`src/rtl/writeback_scoreboard.sv`:
```
// In-order writeback and scoreboard stage feeding decode's register-file write port.
// Tracks each issued destination, counts down its latency, retires results in issue
// order and raises a source-hazard stall against pending destinations.
// Optional feature: define SB_FWD_EN to add fwd_hit/fwd_data retire-cycle forwarding.
module writeback_scoreboard #(
  parameter int DEPTH = 8,
  parameter int W     = 32
) (
  input  logic                         clk,
  input  logic                         rstn,
  input  logic                         issue_valid,
  output logic                         issue_ready,
  input  logic [1:0]                   issue_rw,
  input  logic [4:0]                   issue_rd,
  input  logic [4:0]                   issue_wait,
  input  logic [5:0]                   src_rs,
  input  logic [5:0]                   src_rt,
  output logic                         stall,
  input  logic                         res_valid,
  input  logic [W-1:0]                 res_data,
  output logic [1:0]                   wr_rw,
  output logic [4:0]                   wr_rd,
  output logic [W-1:0]                 wr_data,
  output logic [$clog2(DEPTH):0]       pending,
  output logic                         proto_err
`ifdef SB_FWD_EN
  ,
  output logic                         fwd_hit,
  output logic [W-1:0]                 fwd_data
`endif
);

  localparam int AW = $clog2(DEPTH);
  localparam int PW = AW + 1;

  logic [1:0]       rw_q  [DEPTH];
  logic [4:0]       rd_q  [DEPTH];
  logic [4:0]       cnt_q [DEPTH];
  logic [DEPTH-1:0] vld_q;
  logic [AW-1:0]    head_q;
  logic [AW-1:0]    tail_q;

  logic             full;
  logic             empty;
  logic [1:0]       issue_rw_m;
  logic             do_issue;
  logic             retire_p0;
  logic             bad_p0;
  logic [DEPTH-1:0] hit_rs;
  logic [DEPTH-1:0] hit_rt;
  logic [DEPTH-1:0] head_oh;

  // Class-aware match of one stored destination against a decode source.
  function automatic logic src_hit(input logic [1:0] rw, input logic [4:0] rd,
                                   input logic [5:0] src);
    return (rw != 2'b00) && (rw[1] == src[5]) && (rd == src[4:0]);
  endfunction

  assign full        = (pending == PW'(DEPTH));
  assign empty       = (pending == '0);
  assign issue_ready = ~full;
  // Class 11 is treated as "no destination" everywhere, so it is folded at entry.
  assign issue_rw_m  = (issue_rw == 2'b11) ? 2'b00 : issue_rw;
  assign do_issue    = issue_valid & ~full;
  assign retire_p0   = res_valid & ~empty & (cnt_q[head_q] == 5'd0);
  assign bad_p0      = (issue_valid & full) |
                       (res_valid & (empty | (cnt_q[head_q] != 5'd0)));

  // Per-entry hazard match vectors for both decode sources.
  always_comb begin
    hit_rs  = '0;
    hit_rt  = '0;
    head_oh = '0;
    for (int i = 0; i < DEPTH; i++) begin
      hit_rs[i]  = vld_q[i] & src_hit(rw_q[i], rd_q[i], src_rs);
      hit_rt[i]  = vld_q[i] & src_hit(rw_q[i], rd_q[i], src_rt);
      head_oh[i] = (AW'(i) == head_q);
    end
  end

`ifdef SB_FWD_EN
  logic fwd_rs;
  logic fwd_rt;

  // A source is forwarded only when the retiring head is its sole pending producer.
  always_comb begin
    fwd_rs   = retire_p0 & (rw_q[head_q] != 2'b00) & (hit_rs == head_oh);
    fwd_rt   = retire_p0 & (rw_q[head_q] != 2'b00) & (hit_rt == head_oh);
    fwd_hit  = fwd_rs | fwd_rt;
    fwd_data = fwd_hit ? res_data : '0;
    stall    = ((|hit_rs) & ~fwd_rs) | ((|hit_rt) & ~fwd_rt);
  end
`else
  // Without forwarding the head keeps stalling through its own retire cycle.
  always_comb begin
    stall = (|hit_rs) | (|hit_rt);
  end
`endif

  // Queue control, occupancy, sticky error and the registered write port.
  always_ff @(posedge clk or negedge rstn) begin
    if (!rstn) begin
      head_q    <= '0;
      tail_q    <= '0;
      vld_q     <= '0;
      pending   <= '0;
      proto_err <= 1'b0;
      wr_rw     <= 2'b00;
      wr_rd     <= '0;
      wr_data   <= '0;
    end else begin
      if (do_issue) begin
        tail_q         <= tail_q + AW'(1);
        vld_q[tail_q]  <= 1'b1;
      end
      if (retire_p0) begin
        head_q         <= head_q + AW'(1);
        vld_q[head_q]  <= 1'b0;
      end
      case ({do_issue, retire_p0})
        2'b10:   pending <= pending + PW'(1);
        2'b01:   pending <= pending - PW'(1);
        default: pending <= pending;
      endcase
      if (bad_p0) proto_err <= 1'b1;
      wr_rw <= retire_p0 ? rw_q[head_q] : 2'b00;
      if (retire_p0) begin
        wr_rd   <= rd_q[head_q];
        wr_data <= res_data;
      end
    end
  end

  // Entry payload: write at tail, otherwise saturating latency countdown.
  always_ff @(posedge clk) begin
    for (int i = 0; i < DEPTH; i++) begin
      if (do_issue && (tail_q == AW'(i))) begin
        rw_q[i]  <= issue_rw_m;
        rd_q[i]  <= issue_rd;
        cnt_q[i] <= issue_wait;
      end else if (cnt_q[i] != 5'd0) begin
        cnt_q[i] <= cnt_q[i] - 5'd1;
      end
    end
  end

endmodule

```
`config.mk`:
```
export PLATFORM = sky130hd
export DESIGN_NAME = writeback_scoreboard
export DESIGN_NICKNAME = d
export VERILOG_FILES = /design/src/rtl/writeback_scoreboard.sv
export SDC_FILE = /design/constraint.sdc
export NUM_CORES = 1
export LEC_CHECK = 0
export CAP_MARGIN = 10
export CELL_PAD_IN_SITES_DETAIL_PLACEMENT = 0
export CELL_PAD_IN_SITES_GLOBAL_PLACEMENT = 2
export CORE_ASPECT_RATIO = 1.5
export CORE_UTILIZATION = 37
export DETAILED_ROUTE_END_ITERATION = 12
export HOLD_SLACK_MARGIN = 0.15
export PLACE_DENSITY = 0.92
export SLEW_MARGIN = 20
export SYNTH_ARGS = -nofsm -noshare
export SYNTH_HDL_FRONTEND = slang
export SYNTH_SLANG_ARGS = --single-unit
```
`constraint.sdc`:
```
create_clock -name clk -period 3.7 [get_ports clk]
set_clock_uncertainty 0.15 [all_clocks]
set_input_delay 1.11 -clock clk [delete_from_list [all_inputs] [get_ports clk]]
set_output_delay 1.11 -clock clk [all_outputs]
set_load 0.01 [all_outputs]
```
==> summary.txt, run 1 <==
Pwr
  • Switching share of power: 35.95%
  • Tot Pwr: 0.007669 W
  • Pint: 0.004912 W
  • Comb power frac: 36.2%
  • Clk pwr share: 22.7%
  • VDD IR max: 370.4 uV
  • P_leak: 4.104 nW
  • Sequential power share: 41.1%
  • Switching pwr: 0.002757 W
  • Pwr Density: 717.1 nW/um^2

Global route
  • First-pass GRT wire length: 33110 um
  • Initial antenna violation count: 0
  • GRT Total Usage: 19.64%
  • Largest net degree at the start of global routing: 59
  • Vias in the first global route: 5997
  • Total congestion overflow: 0

Timing
  • Max-Slew Margin vs Limit: 51.74%
  • Final Hold Viols: 0
  • RSZ-0062 raised after global routing: yes
  • Final setup viols: 1
  • Fin. max-slew vios: 0
  • Ratio of final minimum period to clock period: 101.3%
  • Slew of the pin with the lowest slew margin: 0.7239 ns
  • FMAX: 266.7 MHz
  • Final Worst Setup Slack: -0.04953 ns
  • Tmin final: 3.750 ns
  • Setup_tns: -0.04953 ns

Clocking
  • Num CTS Buffers: 17
  • Clk buf depth: 2
  • TritonCTS clock tree: yes
  • CTS clock-pin slew for the worst setup and hold paths: 0.07 ns
  • # hold bufs at CTS: 0
  • Clk sinks: 154
  • Clock Latency Late Sink: 0.43 ns
  • CTS Root Cell: clkbuf_16
  • CTS H-Tree Depth: 4

Worst setup path
  • CP arrival: 2.49 ns
  • Reg-to-Reg End: pending[2]
  • Most frequent CP cell: nand4_1
  • Crit. End Element: output pin
  • R2r setup slk: 0.58 ns
  • Crit Path Class: in -> out
  • Buf/Inv on CP: 3
  • CP top delay family: simple AND/OR/NAND/NOR gates
  • CP max stage delay: 0.36 ns
  • Crit path required time: 2.44 ns
  • FF-to-FF Start: head_q[2]
  • Worst r2r path cells: 12
  • Worst-path maximum fanout: 4
  • Setup crit start kind: primary input
  • CP Cell Sequence: buf_4, buf_6, xnor2_1, nand4_1, nor4_2, a2111oi_2, nand4_1, buf_2
  • Worst path slowest cell: a2111oi_2

Cells and area
  • N_diodes: 0
  • Fraction of layout cells with a size suffix above 1: 22.46%
  • Synthesis-to-layout area growth: 30.43%
  • Fin cells: 1127
  • Fin nets: 920
  • Fin util: 49.24%
  • Fill cells: 1973

Synthesis
  • Post-Syn Instances: 711
  • Sequential share of the synthesized area: 52.86%
  • Synth top cells by count: 96 x edfxtp_1, 59 x xnor2_1, 58 x dfrtp_1, 55 x nor2_1, 51 x xor2_1
  • YS warnings: 0
  • Ys async rst share: 37.66%
  • Most frequent cell after synthesis: edfxtp_1
  • #FFs+latches synth: 154
  • Synth area leader: edfxtp_1
  • Share of the synthesized area in the top cell type: 35.16%
  • Top post-synthesis cells by area: edfxtp_1 35%, dfrtp_1 18%, xnor2_1 6.3%
  • Post-synthesis cell area: 8199 um^2
  • EDFF count, synth: 96
  • Syn nets: 789
  • Post-synth cell types: 53
  • Syn Area/Cell: 11.53 um^2
  • Main synth FF type: edfxtp_1

Die
  • Die width: 123.5 um
  • Die Height: 184.3 um
  • Starting Density: 37.75%
  • Total die area: 22770 um^2
  • Placement Rows: 66
  • # IOs: 106
  • Core area: 21720 um^2

Worst hold path
  • HP Start: wr_rd[0]
  • Worst Hold Depth: 2
  • Hold crit path type: reg -> reg
  • Hold worst-path end: wr_rd[0]

Placed design
  • DP HPWL: 16070 um
  • Gpl congestion: 0.9659
  • Dpl cells: 1090
  • IO buf count: 105

Outcome
  • Failing checks: negative setup slack
  • Outcome: finished, violations left

Routing
  • Via count: 6042
  • Vias per cell: 5.361
  • WL/cell: 19.19 um
  • Pre-antenna DRT Iters: 5
  • Post-DRT Antenna Nets: 0
  • DRC violations left: 0
  • 1st-iter DRT viols: 422
  • WL final: 21630 um

Run
  • Max_cap viols: 0
-- routing by layer --
metal,up-vias,routed length [um],track usage (%)
met5,-,0,0
met4,0,782,9.494
met3,60,966,2.847
met2,217,11480,35.24
met1,2964,8399,22.44
li1,2801,-,-
-- power groups by stage --
stage,clock network [W],registers [W],logic [W]
after floorplan,0,0.00306,0.00177
after global placement,0,0.00315,0.00268
after detailed placement,0,0.00318,0.00273
after CTS,0.00178,0.00315,0.00278
after global routing,0.00184,0.00324,0.00306
final,0.00174,0.00315,0.00278
-- worst register-to-register path: stages, from the launching register on --
cell and delay, ns:
dfrtp_1 0.67, or2_1 0.31, o32ai_1 0.15, nor4_2 0.39, nand3_2 0.15, inv_2 0.14, ha_1 0.27, xor2_1 0.10
ha_1 0.18, a21oi_1 0.14, xor2_1 0.15, nor2_1 0.06, xor2_1 0.14
-- flip-flops by register name (all words and copies together), names as in the netlist --
register and count:
cnt_q 40, head_q 3, pending 4, proto_err 1
rd_q 40, rw_q 16, tail_q 3, vld_q 8
wr_data 32, wr_rd 5, wr_rw 2
-- repair_timing --
| action | 4_1_cts | 5_1_grt |
|---|---|---|
| endpoints found under the setup margin | 1 | 1 |
| resized for setup | 100 | 22 |
| pin swaps | 20 | 11 |
| setup buffers | 9 | 0 |
-- cells by family (layout without fill, tap and decap cells) --
kind of cell	count (synthesis)	count (layout)	share of synthesized area [%]
flops	154	154	52.86
mux	54	54	8.897
xor+xnor	110	110	11.75
compound gates	112	112	7.951
buf+inv	70	214	3.724
simple gates	193	193	12.07
fa+ha+maj	18	18	2.747
-- worst max path at each step --
stage                     startpoint    end  slack, ns  cells past startpoint
after floorplan            src_rs[4]  stall       0.16                      7
after global placement     src_rt[4]  stall      -0.95                      9
after detailed placement   src_rs[4]  stall      -0.91                      7
after CTS                  src_rt[2]  stall      0.006                      9
after global routing       src_rs[4]  stall      -0.09                      8
final                      src_rt[2]  stall      -0.05                      8
-- cell usage in the layout, fill, tap and decap left out, drive strengths merged, types with 2 or more instances in the layout --
cell type	Yosys	final
a211oi	6	6
a21oi	50	50
a31oi	8	8
and3	2	2
buf	19	55
clkbuf	17	18
clkdlybuf4s50	0	91
clkinv	0	7
dfrtp	58	58
edfxtp	96	96
ha	18	18
inv	34	41
mux2	36	36
mux2i	8	8
mux4	10	10
nand2	39	39
nand2b	7	7
nand3	14	14
nand3b	3	3
nand4	16	16
nor2	60	60
nor2b	9	9
nor3	19	19
nor3b	4	4
nor4	15	15
nor4b	2	2
o21ai	30	30
o221ai	2	2
o22ai	5	5
o31ai	4	4
o32ai	2	2
xnor2	59	59
xor2	51	51
-- stage by stage --
step,setup WS (ns),instance area (um^2),hold slack [ns]
global placement,-0.9465,9731,0.3140
CTS,0.006167,10620,0.3359
global route,-0.08540,10690,0.3657
detailed placement,-0.9109,9731,0.3198
floorplan,0.1563,8199,0.3300
finish,-0.04953,10690,0.3277
-- cell type report --
class	instances	area, um^2	share of cell area [%]
timing repair buffer	148	1410	13.19
multi-input combinational	487	3881	36.29
clock buffer	17	425.4	3.978
sequential	154	4334	40.53
clock inverter	15	175.2	1.638
inverter	34	127.6	1.193
tap	272	340.3	3.182
Note: power is estimated with default switching activity, not from simulation.
==> run 2: changes to the inputs <==
--- a/config.mk
+++ b/config.mk
@@ -8,7 +8,6 @@
 export CAP_MARGIN = 10
 export CELL_PAD_IN_SITES_DETAIL_PLACEMENT = 0
 export CELL_PAD_IN_SITES_GLOBAL_PLACEMENT = 2
-export CORE_ASPECT_RATIO = 1.5
 export CORE_UTILIZATION = 37
 export DETAILED_ROUTE_END_ITERATION = 12
 export HOLD_SLACK_MARGIN = 0.15
==> constraint.sdc (replaced) <==
create_clock -name clk -period 3.93 [get_ports clk]
set_clock_uncertainty 0.15 [all_clocks]
set_input_delay 1.179 -clock clk [delete_from_list [all_inputs] [get_ports clk]]
set_output_delay 1.179 -clock clk [all_outputs]
set_load 0.01 [all_outputs]
==> summary.txt, run 2 (same netlist as run 1, synthesis figures left out) <==
Worst setup path
  • Crit. End Element: output pin
  • Worst r2r path cells: 12
  • Setup crit end: stall
  • Critical Path Start: src_rs[2]
  • Reg-to-Reg End: pending[2]
  • FF-to-FF Start: head_q[0]
  • Crit Path Class: in -> out
  • Setup crit start kind: primary input
  • Crit path required time: 2.60 ns
  • R2r setup slk: 0.74 ns
  • Worst-path maximum fanout: 5
  • CP arrival: 2.60 ns

Global route
  • GRT Total Usage: 19.46%
  • Initial antenna violation count: 0
  • First-pass GRT wire length: 32770 um
  • Vias in the first global route: 5919
  • Total congestion overflow: 0
  • Largest net degree at the start of global routing: 59

Die
  • Total die area: 22760 um^2
  • Placement Rows: 54
  • Starting Density: 37.69%
  • # IOs: 106
  • Die Height: 150.9 um
  • Core area: 21760 um^2
  • Die width: 150.9 um

Timing
  • Max-Slew Margin vs Limit: 49.55%
  • Setup_tns: 0 ns
  • FMAX: 254.8 MHz
  • Final Hold Viols: 0
  • Final setup viols: 0
  • Slew of the pin with the lowest slew margin: 0.7567 ns
  • Final Worst Setup Slack: 0.005375 ns
  • Ratio of final minimum period to clock period: 99.86%
  • Tmin final: 3.925 ns
  • WHS: 0.3295 ns
  • Fin. max-slew vios: 0

Placed design
  • Gpl congestion: 0.8687
  • Dpl cells: 1095
  • IO buf count: 105
  • Dpl ws: -0.8148 ns
  • DP HPWL: 15140 um

Clocking
  • CTS clock-pin slew for the worst setup and hold paths: 0.06 ns
  • Clk sinks: 154
  • Clock Latency Late Sink: 0.43 ns
  • Clk buf depth: 2
  • TritonCTS clock tree: yes
  • CTS H-Tree Depth: 4
  • CTS Root Cell: clkbuf_16
  • Num CTS Buffers: 17

Cells and area
  • Fin cells: 1137
  • Synthesis-to-layout area growth: 28.81%
  • Commonest non-fill, non-tap cell in the layout: edfxtp_1
  • Fin util: 48.55%
  • Commonest cells after routing, fill and taps aside: 96 x edfxtp_1, 91 x clkdlybuf4s50_1, 58 x dfrtp_1, 55 x nor2_1, 51 x xnor2_1
  • Fill cells: 1945
  • Fraction of layout cells with a size suffix above 1: 21.12%
  • N_diodes: 0
  • Biggest regs: cnt_q (40), rd_q (40), wr_data (32)
  • Fin nets: 922

Routing
  • Via count: 6022
  • DRC violations left: 0
  • Vias per cell: 5.296
  • WL final: 21360 um
  • WL/cell: 18.78 um
  • Pre-antenna DRT Iters: 5
  • 1st-iter DRT viols: 490
  • Post-DRT Antenna Nets: 0

Pwr
  • Pwr Density: 678.4 nW/um^2
  • VDD IR max: 319.1 uV
  • P_leak: 4.115 nW

Outcome
  • Outcome: complete, no violations

Worst hold path
  • Hold crit path type: reg -> reg

Run
  • Max_cap viols: 0
run 2: worst min-delay path by stage:
stage | depth (start not counted) | to | slack (ns) | start
after floorplan | 2 | vld_q[7] | 0.33 | vld_q[7]
after global placement | 2 | wr_rd[3] | 0.31 | wr_rd[3]
after detailed placement | 2 | wr_rd[0] | 0.32 | wr_rd[0]
after CTS | 2 | wr_rd[1] | 0.34 | wr_rd[1]
after global routing | 2 | wr_rd[0] | 0.37 | wr_rd[0]
final | 2 | wr_rd[0] | 0.33 | wr_rd[0]
run 2: power breakdown:
group	internal [W]	switching, W	total [W]
clock network	0.000896	0.000707	0.00160
registers	0.00243	0.000548	0.00297
logic	0.00134	0.00125	0.00259
total	0.00466	0.00251	0.00716
run 2: what timing repair did:
action,in CTS,in global routing
pin swaps,17,14
gates resized for setup,80,27
hold buffers,0,0
gates cloned,2,0
setup buffers,11,1
endpoints found under the setup margin,1,1
run 2: metal layers:
layer	GRT usage, %	routed length (um)	vias to the layer above
met2	31.01	10230	222
met5	0	0	-
met3	2.831	1195	46
li1	-	-	2808
met4	8.150	603	0
met1	26.47	9329	2946
run 2: area by class of cell:
cell class	instances	area, um^2	area share (%)
Clock buffer	19	475.5	4.502
Clock inverter	13	98.84	0.9359
Inverter	34	127.6	1.208
Multi-Input combinational cell	487	3752	35.53
Sequential cell	154	4334	41.04
Tap cell	280	350.3	3.317
Timing Repair Buffer	150	1423	13.47
run 2: worst max-delay path, cell delays in order:
cell,delay (ns)
buf_6,0.11
buf_6,0.13
buf_4,0.14
xnor2_2,0.19
nand4_1,0.13
nor3_2,0.28
o221ai_2,0.15
nand4_1,0.14
buf_2,0.14
run 2: stage by stage:
| stage | cell area (um^2) | total power (W) |
|---|---|---|
| 2_1_floorplan | 8199 | 0.004542 |
| 3_3_place_gp | 9718 | 0.005487 |
| 5_1_grt | 10560 | 0.007623 |
| 6_report | 10560 | 0.007165 |
| 3_5_place_dp | 9718 | 0.005549 |
| 4_1_cts | 10510 | 0.007204 |
